==> config.mk <==
export PLATFORM = sky130hd
export DESIGN_NAME = cve2_alu_driver_flat
export DESIGN_NICKNAME = d
export VERILOG_FILES = /design/src/rtl/cve2_alu_driver_if.sv /design/src/rtl/cve2_alu_driver.sv /design/src/flat_wrapper.sv
export SDC_FILE = /design/constraint.sdc
export NUM_CORES = 1
export LEC_CHECK = 0
export BUFFER_PORTS_ARGS = -buffer_cell sky130_fd_sc_hd__clkbuf_2
export CORE_AREA = 4 4 193 195
export DETAILED_ROUTE_END_ITERATION = 10
export DIE_AREA = 0 0 197 199
export PLACE_DENSITY = 0.57
export SKIP_LAST_GASP = 1
export SYNTH_ARGS = -nofsm -noshare
export SYNTH_HDL_FRONTEND = slang
export SYNTH_SLANG_ARGS = --single-unit
==> constraint.sdc <==
create_clock -name clk_i -period 11.1 [get_ports clk_i]
set_input_delay 1.665 -clock clk_i [delete_from_list [all_inputs] [get_ports clk_i]]
set_output_delay 1.665 -clock clk_i [all_outputs]
set_load 0.01 [all_outputs]
==> src/rtl/cve2_alu_driver_if.sv <==
// Request/response handshake bundle between a requester and cve2_alu_driver.
// The requester uses the master modport; the driver uses the slave modport.
interface cve2_alu_driver_if;
    logic        req_valid_i;
    logic        req_ready_o;
    logic [6:0]  req_op_i;
    logic [31:0] req_a_i;
    logic [31:0] req_b_i;
    logic        req_multicycle_i;
    logic        req_multdiv_i;

    logic        rsp_valid_o;
    logic        rsp_ready_i;
    logic [31:0] rsp_result_o;
    logic [31:0] rsp_adder_o;
    logic        rsp_cmp_o;
    logic        rsp_eq_o;
    logic [2:0]  rsp_cycles_o;

    modport master (
        output req_valid_i, req_op_i, req_a_i, req_b_i, req_multicycle_i, req_multdiv_i,
        output rsp_ready_i,
        input  req_ready_o,
        input  rsp_valid_o, rsp_result_o, rsp_adder_o, rsp_cmp_o, rsp_eq_o, rsp_cycles_o
    );

    modport slave (
        input  req_valid_i, req_op_i, req_a_i, req_b_i, req_multicycle_i, req_multdiv_i,
        input  rsp_ready_i,
        output req_ready_o,
        output rsp_valid_o, rsp_result_o, rsp_adder_o, rsp_cmp_o, rsp_eq_o, rsp_cycles_o
    );
endinterface

==> src/rtl/cve2_alu_driver.sv <==
// Active stimulus driver for the cve2 ALU: accepts op requests, drives the ALU inputs,
// feeds imd_val back and returns captured results. Optional adder check: CVE2_ALU_DRV_CHECK_EN.
//
// state  | meaning
// -------+------------------------------------------------------------
// S_IDLE | ready for a request; ALU inputs parked at ALU_ADD / zero
// S_EXEC | ALU driven from latched request; cyc counts EXEC cycles
// S_RESP | captured result presented until the response handshake
module cve2_alu_driver #(
    parameter int unsigned MULTI_CYCLES = 2,
    parameter int unsigned TXN_CNT_W    = 16
) (
    input  logic                 clk_i,
    input  logic                 rst_i,

    cve2_alu_driver_if.slave     bus,

    output logic [6:0]           operator_o,
    output logic [31:0]          operand_a_o,
    output logic [31:0]          operand_b_o,
    output logic                 instr_first_cycle_o,
    output logic                 multdiv_sel_o,
    output logic [32:0]          multdiv_operand_a_o,
    output logic [32:0]          multdiv_operand_b_o,
    output logic [31:0]          imd_val_q_o [2],
    input  logic [31:0]          imd_val_d_i [2],
    input  logic [1:0]           imd_val_we_i,
    input  logic [31:0]          result_i,
    input  logic [31:0]          adder_result_i,
    input  logic                 comparison_result_i,
    input  logic                 is_equal_result_i,

    output logic [TXN_CNT_W-1:0] txn_count_o,
    output logic                 mismatch_o
);

    localparam logic [6:0] ALU_ADD  = 7'd0;
    localparam logic [6:0] ALU_SUB  = 7'd1;
    localparam logic [2:0] CYC_LAST = 3'(MULTI_CYCLES - 1);

    typedef enum logic [1:0] {
        S_IDLE = 2'd0,
        S_EXEC = 2'd1,
        S_RESP = 2'd2
    } state_e;

    state_e state_q, state_d;

    logic        accept;
    logic        exec_done;
    logic        rsp_hs;
    logic        in_exec;

    logic [6:0]  op_q;
    logic [31:0] a_q;
    logic [31:0] b_q;
    logic        mc_q;
    logic        md_q;
    logic [2:0]  cyc_q;
    logic [31:0] imd_q [2];

    logic [31:0] rsp_result_q;
    logic [31:0] rsp_adder_q;
    logic        rsp_cmp_q;
    logic        rsp_eq_q;
    logic [2:0]  rsp_cycles_q;

    logic [TXN_CNT_W-1:0] txn_q;

    always_ff @(posedge clk_i or posedge rst_i) begin
        if (rst_i) begin
            state_q <= S_IDLE;
        end else begin
            state_q <= state_d;
        end
    end

    always_comb begin
        state_d   = state_q;
        accept    = 1'b0;
        exec_done = 1'b0;
        rsp_hs    = 1'b0;
        case (state_q)
            S_IDLE: begin
                if (bus.req_valid_i) begin
                    accept  = 1'b1;
                    state_d = S_EXEC;
                end
            end
            S_EXEC: begin
                if (!mc_q || (cyc_q == CYC_LAST)) begin
                    exec_done = 1'b1;
                    state_d   = S_RESP;
                end
            end
            S_RESP: begin
                if (bus.rsp_ready_i) begin
                    rsp_hs  = 1'b1;
                    state_d = S_IDLE;
                end
            end
            default: state_d = S_IDLE;
        endcase
    end

    always_ff @(posedge clk_i or posedge rst_i) begin
        if (rst_i) begin
            op_q  <= ALU_ADD;
            a_q   <= '0;
            b_q   <= '0;
            mc_q  <= 1'b0;
            md_q  <= 1'b0;
            cyc_q <= '0;
        end else if (accept) begin
            op_q  <= bus.req_op_i;
            a_q   <= bus.req_a_i;
            b_q   <= bus.req_b_i;
            mc_q  <= bus.req_multicycle_i;
            md_q  <= bus.req_multdiv_i;
            cyc_q <= '0;
        end else if (in_exec && !exec_done) begin
            cyc_q <= cyc_q + 3'd1;
        end
    end

    // A new request wipes any intermediate state left over from the previous op.
    always_ff @(posedge clk_i or posedge rst_i) begin
        if (rst_i) begin
            for (int k = 0; k < 2; k++) imd_q[k] <= '0;
        end else begin
            for (int k = 0; k < 2; k++) begin
                if (accept) begin
                    imd_q[k] <= '0;
                end else if (in_exec && imd_val_we_i[k]) begin
                    imd_q[k] <= imd_val_d_i[k];
                end
            end
        end
    end

    always_ff @(posedge clk_i or posedge rst_i) begin
        if (rst_i) begin
            rsp_result_q <= '0;
            rsp_adder_q  <= '0;
            rsp_cmp_q    <= 1'b0;
            rsp_eq_q     <= 1'b0;
            rsp_cycles_q <= '0;
        end else if (exec_done) begin
            rsp_result_q <= result_i;
            rsp_adder_q  <= adder_result_i;
            rsp_cmp_q    <= comparison_result_i;
            rsp_eq_q     <= is_equal_result_i;
            rsp_cycles_q <= cyc_q + 3'd1;
        end
    end

    always_ff @(posedge clk_i or posedge rst_i) begin
        if (rst_i) begin
            txn_q <= '0;
        end else if (rsp_hs) begin
            txn_q <= txn_q + TXN_CNT_W'(1);
        end
    end

    assign in_exec = (state_q == S_EXEC);

    assign bus.req_ready_o  = (state_q == S_IDLE);
    assign bus.rsp_valid_o  = (state_q == S_RESP);
    assign bus.rsp_result_o = rsp_result_q;
    assign bus.rsp_adder_o  = rsp_adder_q;
    assign bus.rsp_cmp_o    = rsp_cmp_q;
    assign bus.rsp_eq_o     = rsp_eq_q;
    assign bus.rsp_cycles_o = rsp_cycles_q;

    // ALU inputs are parked at ALU_ADD with zero operands whenever no op is executing.
    assign operator_o          = in_exec ? op_q : ALU_ADD;
    assign operand_a_o         = in_exec ? a_q : '0;
    assign operand_b_o         = in_exec ? b_q : '0;
    assign instr_first_cycle_o = in_exec && (cyc_q == 3'd0);
    assign multdiv_sel_o       = in_exec && md_q;
    assign multdiv_operand_a_o = in_exec ? {1'b0, a_q} : '0;
    assign multdiv_operand_b_o = in_exec ? {1'b0, b_q} : '0;
    assign imd_val_q_o[0]      = in_exec ? imd_q[0] : '0;
    assign imd_val_q_o[1]      = in_exec ? imd_q[1] : '0;

    assign txn_count_o = txn_q;

`ifdef CVE2_ALU_DRV_CHECK_EN
    logic [31:0] exp_adder;
    logic        chk_op;
    logic        mismatch_q;

    always_comb begin
        chk_op    = (op_q == ALU_ADD) || (op_q == ALU_SUB);
        exp_adder = (op_q == ALU_SUB) ? (a_q - b_q) : (a_q + b_q);
    end

    always_ff @(posedge clk_i or posedge rst_i) begin
        if (rst_i) begin
            mismatch_q <= 1'b0;
        end else if (exec_done && chk_op && (adder_result_i != exp_adder)) begin
            mismatch_q <= 1'b1;
        end
    end

    assign mismatch_o = mismatch_q;
`else
    assign mismatch_o = 1'b0;
`endif

endmodule

==> src/flat_wrapper.sv <==
// flat-port wrapper written by rule: the top's interface ports become plain ports
module cve2_alu_driver_flat 
#(
    parameter int unsigned MULTI_CYCLES = 2,
    parameter int unsigned TXN_CNT_W    = 16
)
  (clk_i, rst_i, operator_o, operand_a_o, operand_b_o, instr_first_cycle_o, multdiv_sel_o, multdiv_operand_a_o, multdiv_operand_b_o, imd_val_q_o, imd_val_d_i, imd_val_we_i, result_i, adder_result_i, comparison_result_i, is_equal_result_i, txn_count_o, mismatch_o, bus_req_valid_i, bus_req_op_i, bus_req_a_i, bus_req_b_i, bus_req_multicycle_i, bus_req_multdiv_i, bus_rsp_ready_i, bus_req_ready_o, bus_rsp_valid_o, bus_rsp_result_o, bus_rsp_adder_o, bus_rsp_cmp_o, bus_rsp_eq_o, bus_rsp_cycles_o);
  cve2_alu_driver_if bus_i ();
  input  logic clk_i;
  input  logic rst_i;
  output logic [6:0] operator_o;
  output logic [31:0] operand_a_o;
  output logic [31:0] operand_b_o;
  output logic instr_first_cycle_o;
  output logic multdiv_sel_o;
  output logic [32:0] multdiv_operand_a_o;
  output logic [32:0] multdiv_operand_b_o;
  output logic [31:0] imd_val_q_o[2];
  input  logic [31:0] imd_val_d_i[2];
  input  logic [1:0] imd_val_we_i;
  input  logic [31:0] result_i;
  input  logic [31:0] adder_result_i;
  input  logic comparison_result_i;
  input  logic is_equal_result_i;
  output logic [TXN_CNT_W-1:0] txn_count_o;
  output logic mismatch_o;
  input wire logic [$bits(bus_i.req_valid_i)-1:0] bus_req_valid_i;
  input wire logic [$bits(bus_i.req_op_i)-1:0] bus_req_op_i;
  input wire logic [$bits(bus_i.req_a_i)-1:0] bus_req_a_i;
  input wire logic [$bits(bus_i.req_b_i)-1:0] bus_req_b_i;
  input wire logic [$bits(bus_i.req_multicycle_i)-1:0] bus_req_multicycle_i;
  input wire logic [$bits(bus_i.req_multdiv_i)-1:0] bus_req_multdiv_i;
  input wire logic [$bits(bus_i.rsp_ready_i)-1:0] bus_rsp_ready_i;
  output wire logic [$bits(bus_i.req_ready_o)-1:0] bus_req_ready_o;
  output wire logic [$bits(bus_i.rsp_valid_o)-1:0] bus_rsp_valid_o;
  output wire logic [$bits(bus_i.rsp_result_o)-1:0] bus_rsp_result_o;
  output wire logic [$bits(bus_i.rsp_adder_o)-1:0] bus_rsp_adder_o;
  output wire logic [$bits(bus_i.rsp_cmp_o)-1:0] bus_rsp_cmp_o;
  output wire logic [$bits(bus_i.rsp_eq_o)-1:0] bus_rsp_eq_o;
  output wire logic [$bits(bus_i.rsp_cycles_o)-1:0] bus_rsp_cycles_o;
  assign bus_i.req_valid_i = bus_req_valid_i;
  assign bus_i.req_op_i = bus_req_op_i;
  assign bus_i.req_a_i = bus_req_a_i;
  assign bus_i.req_b_i = bus_req_b_i;
  assign bus_i.req_multicycle_i = bus_req_multicycle_i;
  assign bus_i.req_multdiv_i = bus_req_multdiv_i;
  assign bus_i.rsp_ready_i = bus_rsp_ready_i;
  assign bus_req_ready_o = bus_i.req_ready_o;
  assign bus_rsp_valid_o = bus_i.rsp_valid_o;
  assign bus_rsp_result_o = bus_i.rsp_result_o;
  assign bus_rsp_adder_o = bus_i.rsp_adder_o;
  assign bus_rsp_cmp_o = bus_i.rsp_cmp_o;
  assign bus_rsp_eq_o = bus_i.rsp_eq_o;
  assign bus_rsp_cycles_o = bus_i.rsp_cycles_o;
  cve2_alu_driver #(.MULTI_CYCLES(MULTI_CYCLES), .TXN_CNT_W(TXN_CNT_W)) u_core (.clk_i(clk_i), .rst_i(rst_i), .bus(bus_i), .operator_o(operator_o), .operand_a_o(operand_a_o), .operand_b_o(operand_b_o), .instr_first_cycle_o(instr_first_cycle_o), .multdiv_sel_o(multdiv_sel_o), .multdiv_operand_a_o(multdiv_operand_a_o), .multdiv_operand_b_o(multdiv_operand_b_o), .imd_val_q_o(imd_val_q_o), .imd_val_d_i(imd_val_d_i), .imd_val_we_i(imd_val_we_i), .result_i(result_i), .adder_result_i(adder_result_i), .comparison_result_i(comparison_result_i), .is_equal_result_i(is_equal_result_i), .txn_count_o(txn_count_o), .mismatch_o(mismatch_o));
endmodule
==> flow_summary.ini, run 1 <==
[run_status]
status = complete, no violations

[floorplanning]
fp.dieW_um = 197
initial_core_util_pct = 29.2
row_count = 69
dieArea_mm2 = 0.0392
fp.dieH_um = 199
num_io_pins = 500
core_mm2 = 0.0354

[route]
finalWirelength_mm = 31.2
vias = 7860
route.detailed.drc = 0
first_pass_iters = 4
drtIter0Drc = 320
wl_per_cell_um = 17.2
antenna_left = 0
via_per_inst = 4.34

[power_and_ir_drop]
leakagePower_nw = 7.45
ir_worst_vdd_mv = 0.159
powerDensity_mw_per_mm2 = 287

[yosys]
avgSynthCellArea_um2 = 11.3
synthArstFlopShare_pct = 100
ys.flop_type = dfrtp_1
synth_cell_type_count = 36
ys_seq_area_share_pct = 55.0
synthCells = 915
ys_seq_elements = 227
synth_area_mm2 = 0.0103
synth_edf_count = 0
yosysWarningCount = 0

[clock_network]
numClockSinks = 227
cts_tree = done
htree_levels = 1
hold_buffers = 0
clkTransAtPathRegs_ns = 0.06
cts.repair.resized = 0
clock_path_buffers = 3
cts_buffers = 26
worst_skew_pair.late_latency_ns = 0.53
root_buffer = clkbuf_16
post_cts_buffers = 0

[placed_design]
dp_cells = 1761
io_buffers = 496
place_ws_ns = 7.26
gp_congestion = 0.828
dp_hpwl_mm = 23.1

[cells_and_area]
finish.net_count = 1541
fin_cells = 1809
fillers = 3593
mostFrequentLayoutCells = clkbuf_2 (496), dfrtp_1 (227), nand2_1 (224), and2_1 (139), mux2_4 (67)
final_common_cell = clkbuf_2
drive_gt1_share_pct = 46.3
areaGrowthSynthToFinish_pct = 30.1
final_core_util_pct = 38.0

[critical_path]
required_ns = 9.44
rrSetupSlack_ns = 8.05
end_kind = output port
r2r_end = u_core.bus.rsp_adder_o[27]$_DFFE_PP0P_
path_class = reg -> out
crit_chain = and2b_4 > buf_4 > and2_1 > clkbuf_2
cp_max_fo = 86
path_delay_family = simple AND/OR/NAND/NOR gates
cp-start-kind = register
worst_path_largest_cell_delay_ns = 0.62
cp_data_arrival_time_ns = 2.69
r2r_cells = 6
r2r_start = u_core.cyc_q[1]$_DFFE_PP0P_
crit_slowest_cell = buf_4
crit_buf_inv = 2

[sta]
slew_viol_final = 0
fin_tns_setup_ns = 0
relSlewSlack_pct = 27.7
finalSetupViolCount = 0
skew_ns = 0.00580
setup_ws_ns = 6.74
rsz0062_at_grt = no
min_period_ns = 4.36
worst_pin_slew_ns = 1.08
fmax_ghz = 0.229
period_share_pct = 39.3
hold_viol_final = 0

[global_routing]
overflow = 0
grt_pass1_vias = 8052
grt_start_max_net_pins = 91
antenna_found_initial = 3
grt_pass1_wl_mm = 47.0
track_usage_pct = 14.9

[worst_hold_path]
hold_start = u_core.b_q[20]$_DFFE_PP0P_
min_to = u_core.b_q[20]$_DFFE_PP0P_
min_path_cells = 2
hp-class = reg -> reg

[job]
max-cap-violations = 0
==> worst register-to-register path, stage by stage (launching register included) <==
cell and delay [ns]:
dfrtp_1 0.39, inv_1 0.08, ha_1 0.19, nand2b_4 0.08
a21oi_4 0.85, buf_4 0.89, mux2_2 0.46
==> cell families (layout without fill, tap and decap cells) <==
group	after synthesis	after routing	share of synthesized area [%]
and+or+nand+nor	399	399	18.7
DFF	227	227	55.0
buffers and inverters	129	559	8.59
muxes	70	70	10.0
AOI/OAI and AO/OA	67	67	5.70
xor gates and xnor gates	18	18	1.53
adders and majority gates	4	4	0.484
other	1	4	0.0363
==> sequential cells by signal, indices dropped and copies added (netlist names) <==
| name | cells |
|---|---|
| u_core.imd_q | 64 |
| u_core.a_q | 32 |
| u_core.bus.rsp_adder_o | 32 |
| u_core.bus.rsp_result_o | 32 |
| u_core.b_q | 32 |
| u_core.txn_count_o | 16 |
| u_core.mc_q | 1 |
| u_core.md_q | 1 |
| u_core.bus.rsp_cycles_o | 3 |
| u_core.bus.rsp_cmp_o | 1 |
| u_core.bus.rsp_eq_o | 1 |
| u_core.op_q | 7 |
| u_core.cyc_q | 3 |
| u_core.state_q | 2 |
==> Yosys cell counts (2+ instances only) <==
cell type | number | share of area (%)
a22o_1 | 64 | 5.4
and2_1 | 140 | 8.5
and3_1 | 2 | 0.12
buf_1 | 3 | 0.11
buf_12 | 6 | 1.2
buf_2 | 14 | 0.68
buf_4 | 74 | 5.4
clkbuf_1 | 23 | 0.84
dfrtp_1 | 227 | 55
ha_1 | 4 | 0.48
inv_1 | 8 | 0.29
mux2_2 | 2 | 0.22
mux2_4 | 67 | 9.7
nand2_1 | 225 | 8.2
nand3_1 | 7 | 0.34
nand4_1 | 2 | 0.12
nor2_1 | 10 | 0.36
nor2_4 | 2 | 0.22
nor3_1 | 2 | 0.097
xnor2_1 | 13 | 1.1
xor2_1 | 5 | 0.42
==> where the power goes <==
part	internal [mW]	switching (mW)	leakage, nW
sequential	1.21	0.235	2.83
combinational	0.741	0.840	4.20
clock	0.487	0.345	0.415
==> area by class of cell <==
class / count / area (um2) / share of cell area [%]
multi-input cells: 561 / 3780 / 28.1
flip-flops and latches: 227 / 5680 / 42.2
well taps: 461 / 577 / 4.29
repair buffers: 504 / 2540 / 18.9
inverters: 8 / 37.5 / 0.279
clock buffers: 36 / 739 / 5.50
diodes: 1 / 2.50 / 0.0186
clock inverters: 11 / 83.8 / 0.623
==> stage by stage <==
step | hold slack, ns | power, mW | instance area (um2)
2_1_floorplan | 0.437 | 2.56 | 10300
3_3_place_gp | 0.449 | 3.05 | 12600
3_5_place_dp | 0.454 | 3.06 | 12600
4_1_cts | 0.469 | 3.92 | 13400
5_1_grt | 0.483 | 4.12 | 13400
6_report | 0.463 | 3.86 | 13400
==> routing by layer <==
layer	GRT usage, %	vias up	share of wire, %
met2	25.4	336	49
met5	0	-	0.11
li1	-	3711	-
met3	3.59	53	7.9
met4	3.90	4	2.4
met1	19.1	3756	41
==> worst max path at each step <==
stage                                      endpoint  slack, ns                     startpoint  depth (start not counted)
final                        multdiv_operand_b_o[6]       6.74  u_core.state_q[1]$_DFFE_PP0P_                          4
after detailed placement            operand_b_o[14]       7.26  u_core.state_q[1]$_DFFE_PP0P_                          4
after floorplan           u_core.a_q[0]$_DFFE_PP0P_       3.22                          rst_i                          1
after global placement      multdiv_operand_b_o[14]       7.28  u_core.state_q[1]$_DFFE_PP0P_                          4
after CTS                           operand_b_o[14]       6.68  u_core.state_q[1]$_DFFE_PP0P_                          4
after global routing         multdiv_operand_b_o[6]       6.51  u_core.state_q[1]$_DFFE_PP0P_                          4
Note: power is estimated with default switching activity, not from simulation.
==> run 2: changes to the inputs <==
PLACE_DENSITY = 0.59   (was 0.57)
clock period = 3.55 ns   (was 11.1 ns; I/O delays follow)
==> flow_summary.ini, run 2 (synthesized netlist as in run 1, its figures left out) <==
[cells_and_area]
finish.net_count = 1548
regMostFlops = u_core.imd_q
fillers = 3577
areaGrowthSynthToFinish_pct = 31.6
drive_gt1_share_pct = 46.5
multi_input_area_mm2 = 0.00378
largest_register_ff_count = 64
final_common_cell = clkbuf_2
regArea_mm2 = 0.00568
antennaDiodeCount = 0
fin_cells = 1816
mostFrequentLayoutCells = clkbuf_2 (496), dfrtp_1 (227), nand2_1 (224), and2_1 (139), mux2_4 (67)

[clock_network]
cts_buffers = 26
post_cts_buffers = 0
cts_tree = done
clock_path_buffers = 3
root_buffer = clkbuf_16
clkTransAtPathRegs_ns = 0.06
numClockSinks = 227
cts.repair.resized = 0
htree_levels = 1
hold_buffers = 0
worst_skew_pair.late_latency_ns = 0.53

[route]
finalWirelength_mm = 30.3
drtIter0Drc = 205
first_pass_iters = 4
via_per_inst = 4.34
antenna_left = 0
wl_per_cell_um = 16.7
route.detailed.drc = 0
vias = 7884

[sta]
fmax_ghz = 0.378
setup_ws_ns = 0.901
fin_hold_ws_ns = 0.192
min_period_ns = 2.65
fin_tns_setup_ns = 0
skew_ns = 0.00852
rsz0062_at_grt = no
finalSetupViolCount = 0
slew_viol_final = 0
worst_pin_slew_ns = 0.939
period_share_pct = 74.6
hold_viol_final = 0
relSlewSlack_pct = 37.2

[job]
max-cap-violations = 0

[run_status]
status = complete, no violations

[power_and_ir_drop]
clockPowerShare_pct = 22.3
p_int_mw = 7.79
p_sw_share_pct = 35.9
total_power_mw = 12.2
power.switching_mw = 4.37
ir_worst_vdd_mv = 0.595
seqPwrFrac_pct = 37.0
powerDensity_mw_per_mm2 = 894
power_frac_comb_pct = 40.8
leakagePower_nw = 7.51

[floorplanning]
fp.dieW_um = 197
row_count = 69
fp.dieH_um = 199
core_mm2 = 0.0354
dieArea_mm2 = 0.0392
num_io_pins = 500
initial_core_util_pct = 29.2

[critical_path]
crit_buf_inv = 2
worst_path_largest_cell_delay_ns = 0.41
path_delay_family = simple AND/OR/NAND/NOR gates
cp-start-kind = register
required_ns = 3.02
crit_chain = and2b_4 > buf_12 > and2_1 > clkbuf_2
path_class = reg -> out
cp_data_arrival_time_ns = 2.12
crit_slowest_cell = dfrtp_1
end_kind = output port
cp_max_fo = 72

[global_routing]
grt_start_max_net_pins = 73
overflow = 0
antenna_found_initial = 0
grt_pass1_wl_mm = 46.0
grt_pass1_vias = 8108
track_usage_pct = 14.6

[placed_design]
dp_cells = 1768
dp_hpwl_mm = 22.6
io_buffers = 496
place_ws_ns = 1.38
gp_congestion = 0.798

[worst_hold_path]
hp-class = in -> async
run 2: cell types whose count changed in the layout (fill, tap and decap cells not counted), sizes merged:
cell	change
clkinvlp	+1
clkbuf	+7
diode	-1
buf	+7
clkinv	-6
inv	-1
run 2: path summary, 6_finish.rpt:
| kind | cells after the start | slack [ns] | end | startpoint |
|---|---|---|---|---|
| min in group clk_i | 3 | 0.19 | u_core.a_q[23]$_DFFE_PP0P_ | bus_req_a_i[23] |
| max in group asynchronous | 3 | 2.52 | u_core.b_q[17]$_DFFE_PP0P_ | rst_i |
| worst max register to register | 6 | 1.42 | u_core.bus.rsp_adder_o[27]$_DFFE_PP0P_ | u_core.cyc_q[1]$_DFFE_PP0P_ |
| worst max-delay path | 4 | 0.90 | operand_b_o[12] | u_core.state_q[1]$_DFFE_PP0P_ |
| worst min-delay path | 2 | 0.19 | u_core.bus.rsp_result_o[26]$_DFFE_PP0P_ | rst_i |
| worst min register to register | 2 | 0.46 | u_core.b_q[23]$_DFFE_PP0P_ | u_core.b_q[23]$_DFFE_PP0P_ |
run 2: layer usage:
layer,global-route usage [%],part of all wire (%),vias to the layer above
met2,24.7,48,352
li1,-,-,3724
met3,3.73,8.6,45
met1,18.6,41,3763
met5,0,0,-
met4,4.03,2.2,0
run 2: power groups by stage:
| stage | clock (mW) | combinational, mW | sequential (mW) |
|---|---|---|---|
| floorplan | 0 | 3.49 | 4.51 |
| global placement | 0 | 4.94 | 4.51 |
| detailed placement | 0 | 5.03 | 4.51 |
| CTS | 2.81 | 5.05 | 4.49 |
| global route | 2.90 | 5.43 | 4.64 |
| finish | 2.71 | 4.96 | 4.50 |
run 2: stage by stage:
stage / instance area [um2] / utilization [%]
2_1_floorplan: 10300 / -
3_3_place_gp: 12700 / 35.9
3_5_place_dp: 12700 / 35.9
4_1_cts: 13600 / 38.4
5_1_grt: 13600 / 38.4
6_report: 13600 / 38.4
run 2: layout make-up:
class	instances	share of cell area, %
clock buffer	43	6.07
clock inverter	5	0.423
inverter	8	0.248
multi-input combinational	561	27.8
sequential	227	41.8
tap	461	4.24
timing repair buffer	511	19.4
==> run 3: changes to the inputs <==
ABC_AREA = 1   (was unset)
CORE_AREA = 4 4 191 193   (was 4 4 193 195)
DIE_AREA = 0 0 195 197   (was 0 0 197 199)
clock period = 2.35 ns   (was 3.55 ns; I/O delays follow)
==> flow_summary.ini, run 3 <==
[sta]
finalSetupViolCount = 0
rsz0062_at_grt = yes
worst_pin_slew_ns = 0.588
period_share_pct = 95.9
min_period_ns = 2.25
relSlewSlack_pct = 60.8
fmax_ghz = 0.444
slew_viol_final = 0
hold_viol_final = 0
skew_ns = 0.00949
fin_tns_setup_ns = 0

[floorplanning]
initial_core_util_pct = 29.5
fp.dieW_um = 195
fp.dieH_um = 197
dieArea_mm2 = 0.0384
num_io_pins = 500
row_count = 68
core_mm2 = 0.0345

[clock_network]
cts_buffers = 27
worst_skew_pair.late_latency_ns = 0.54
clock_path_buffers = 3
post_cts_buffers = 0
clkTransAtPathRegs_ns = 0.06
root_buffer = clkbuf_16
cts_tree = done
numClockSinks = 227
htree_levels = 1

[critical_path]
required_ns = 2.00
crit_slowest_cell = dfrtp_1
crit_chain = nor2_4 > inv_6 > buf_4 > nor2_1 > clkbuf_2
path_class = reg -> out
crit_buf_inv = 3
cp_max_fo = 25
cp_data_arrival_time_ns = 1.90
cp-start-kind = register
worst_path_largest_cell_delay_ns = 0.44
path_delay_family = buffers and inverters
end_kind = output port

[power_and_ir_drop]
power_frac_comb_pct = 43.8
p_int_mw = 11.2
powerDensity_mw_per_mm2 = 1350
seqPwrFrac_pct = 33.7
p_sw_share_pct = 41.0
ir_worst_vdd_mv = 0.665
clockPowerShare_pct = 22.5
power.switching_mw = 7.77
leakagePower_nw = 7.91

[yosys]
avgSynthCellArea_um2 = 8.26
synth_common_cells = nand2_1 (243), dfrtp_1 (227), nor2_1 (222)
yosysTopAreaCell = dfrtp_1
ys.flop_type = dfrtp_1
ys_seq_elements = 227
synth_most_common_cell = nand2_1
synth_top_area_share_pct = 55.8
synth_cell_type_count = 25
synth_area_leaders = dfrtp_1 (56%), nand2_1 (9.0%), nor2_1 (8.2%)
synth_edf_count = 0
synth_area_mm2 = 0.0102
synthCells = 1231
ys_seq_area_share_pct = 55.8
yosysWarningCount = 0
synthArstFlopShare_pct = 100

[global_routing]
grt_pass1_wl_mm = 50.9
overflow = 0
grt_start_max_net_pins = 98
track_usage_pct = 15.9
grt_pass1_vias = 9603
antenna_found_initial = 0

[route]
finalWirelength_mm = 32.5
vias = 9415
wl_per_cell_um = 15.0
first_pass_iters = 5
via_per_inst = 4.33
route.detailed.drc = 0
drtIter0Drc = 382
antenna_left = 0

[cells_and_area]
areaGrowthSynthToFinish_pct = 38.3
largest_register_ff_count = 64
antennaDiodeCount = 0
final_common_cell = clkbuf_2
regMostFlops = u_core.imd_q
finish.net_count = 1912
mostFrequentLayoutCells = clkbuf_2 (496), nand2_1 (243), dfrtp_1 (227), nor2_1 (215), inv_1 (157)
drive_gt1_share_pct = 34.1
fin_area_mm2 = 0.0141

[worst_hold_path]
hp-class = in -> reg

[job]
max-cap-violations = 0

[placed_design]
io_buffers = 496
gp_congestion = 0.901
dp_hpwl_mm = 23.7
dpl-instance-area_mm2 = 0.0127

[run_status]
status = complete, no violations
-- run 3: cell count changes in the layout (fill, tap and decap cells not counted), moves of 67 or more --
cell,before,now
nor2_1,10,215
inv_1,7,157
and2_1,139,0
a21oi_1,1,74
o21ai_0,0,70
mux2_4,67,0
-- run 3: logic make-up (layout without fill, tap and decap cells) --
logic type               count (synthesis)  after routing  share of synthesized area [%]
multiplexers                             1              1                          0.111
buffers and inverters                  294            779                           14.0
XOR/XNOR                                 9              9                          0.775
other                                    1              3                         0.0369
flip-flops                             227            227                           55.8
adder cells (fa/ha/maj)                  4              4                          0.492
AND/OR/NAND/NOR                        547            547                           21.4
AO/OA/AOI/OAI                          148            148                           7.32
-- run 3: worst paths after layout --
kind | start | end | slack [ns] | depth (start not counted)
max | u_core.state_q[1]$_DFFE_PP0P_ | multdiv_operand_b_o[2] | 0.1 | 5
min | result_i[29] | u_core.bus.rsp_result_o[29]$_DFFE_PP0P_ | 0.03 | 3
max reg2reg | u_core.state_q[1]$_DFFE_PP0P_ | u_core.imd_q[43]$_DFFE_PP0P_ | 0.50 | 6
min reg2reg | u_core.bus.rsp_result_o[29]$_DFFE_PP0P_ | u_core.bus.rsp_result_o[29]$_DFFE_PP0P_ | 0.47 | 2
max in group asynchronous | rst_i | u_core.imd_q[29]$_DFFE_PP0P_ | 1.20 | 4
min in group asynchronous | rst_i | u_core.b_q[17]$_DFFE_PP0P_ | 0.32 | 3
-- run 3: layout make-up --
class	instances	area [um2]
inverter	161	613
sequential	227	5680
multi-input combinational	712	3100
timing repair buffer	570	3190
fill	3530	20500
tap	455	569
clock buffer	40	815
clock inverter	8	97.6
-- run 3: per-stage QoR --
step                worst slack [ns]  util, %  power (mW)  cells  hold slack [ns]
floorplan                     -0.968        -        11.8   1233            0.439
global placement               0.420     36.7        14.6   2080            0.320
detailed placement             0.424     36.7        14.7   2080            0.314
CTS                           0.0188     40.7        19.2   2173         0.000845
global route                -0.00216     40.7        20.4   2173           0.0121
finish                        0.0970     40.7        18.9   2173           0.0349
-- run 3: repair_timing --
| item | 4_1_cts | 5_1_grt |
|---|---|---|
| endpoints found under the setup margin | 50 | 50 |
| endpoints found under the hold margin | 47 | 0 |
| hold buffers | 45 | 0 |
| gates resized for setup | 6 | 4 |
-- run 3: power by group through the flow --
stage                     clock network (mW)  logic [mW]  registers [mW]
final                                   4.25        8.31            6.39
after global routing                    4.54        9.29            6.57
after CTS                               4.42        8.41            6.39
after detailed placement                   0        8.29            6.44
after global placement                     0        8.19            6.41
after floorplan                            0        5.24            6.61
-- run 3: routing by layer --
| layer | share of wire (%) | up-vias | GRT usage, % |
|---|---|---|---|
| met5 | 0 | - | 0 |
| met4 | 3.8 | 0 | 5.61 |
| met2 | 47 | 375 | 26.2 |
| met3 | 6.6 | 74 | 3.26 |
| li1 | - | 4609 | - |
| met1 | 43 | 4357 | 21.0 |
-- run 3: tightest hold or removal path, delay by kind of cell --
kind          cells  cell delay (ns)
simple gates      2             0.10
buf+inv           1             0.09
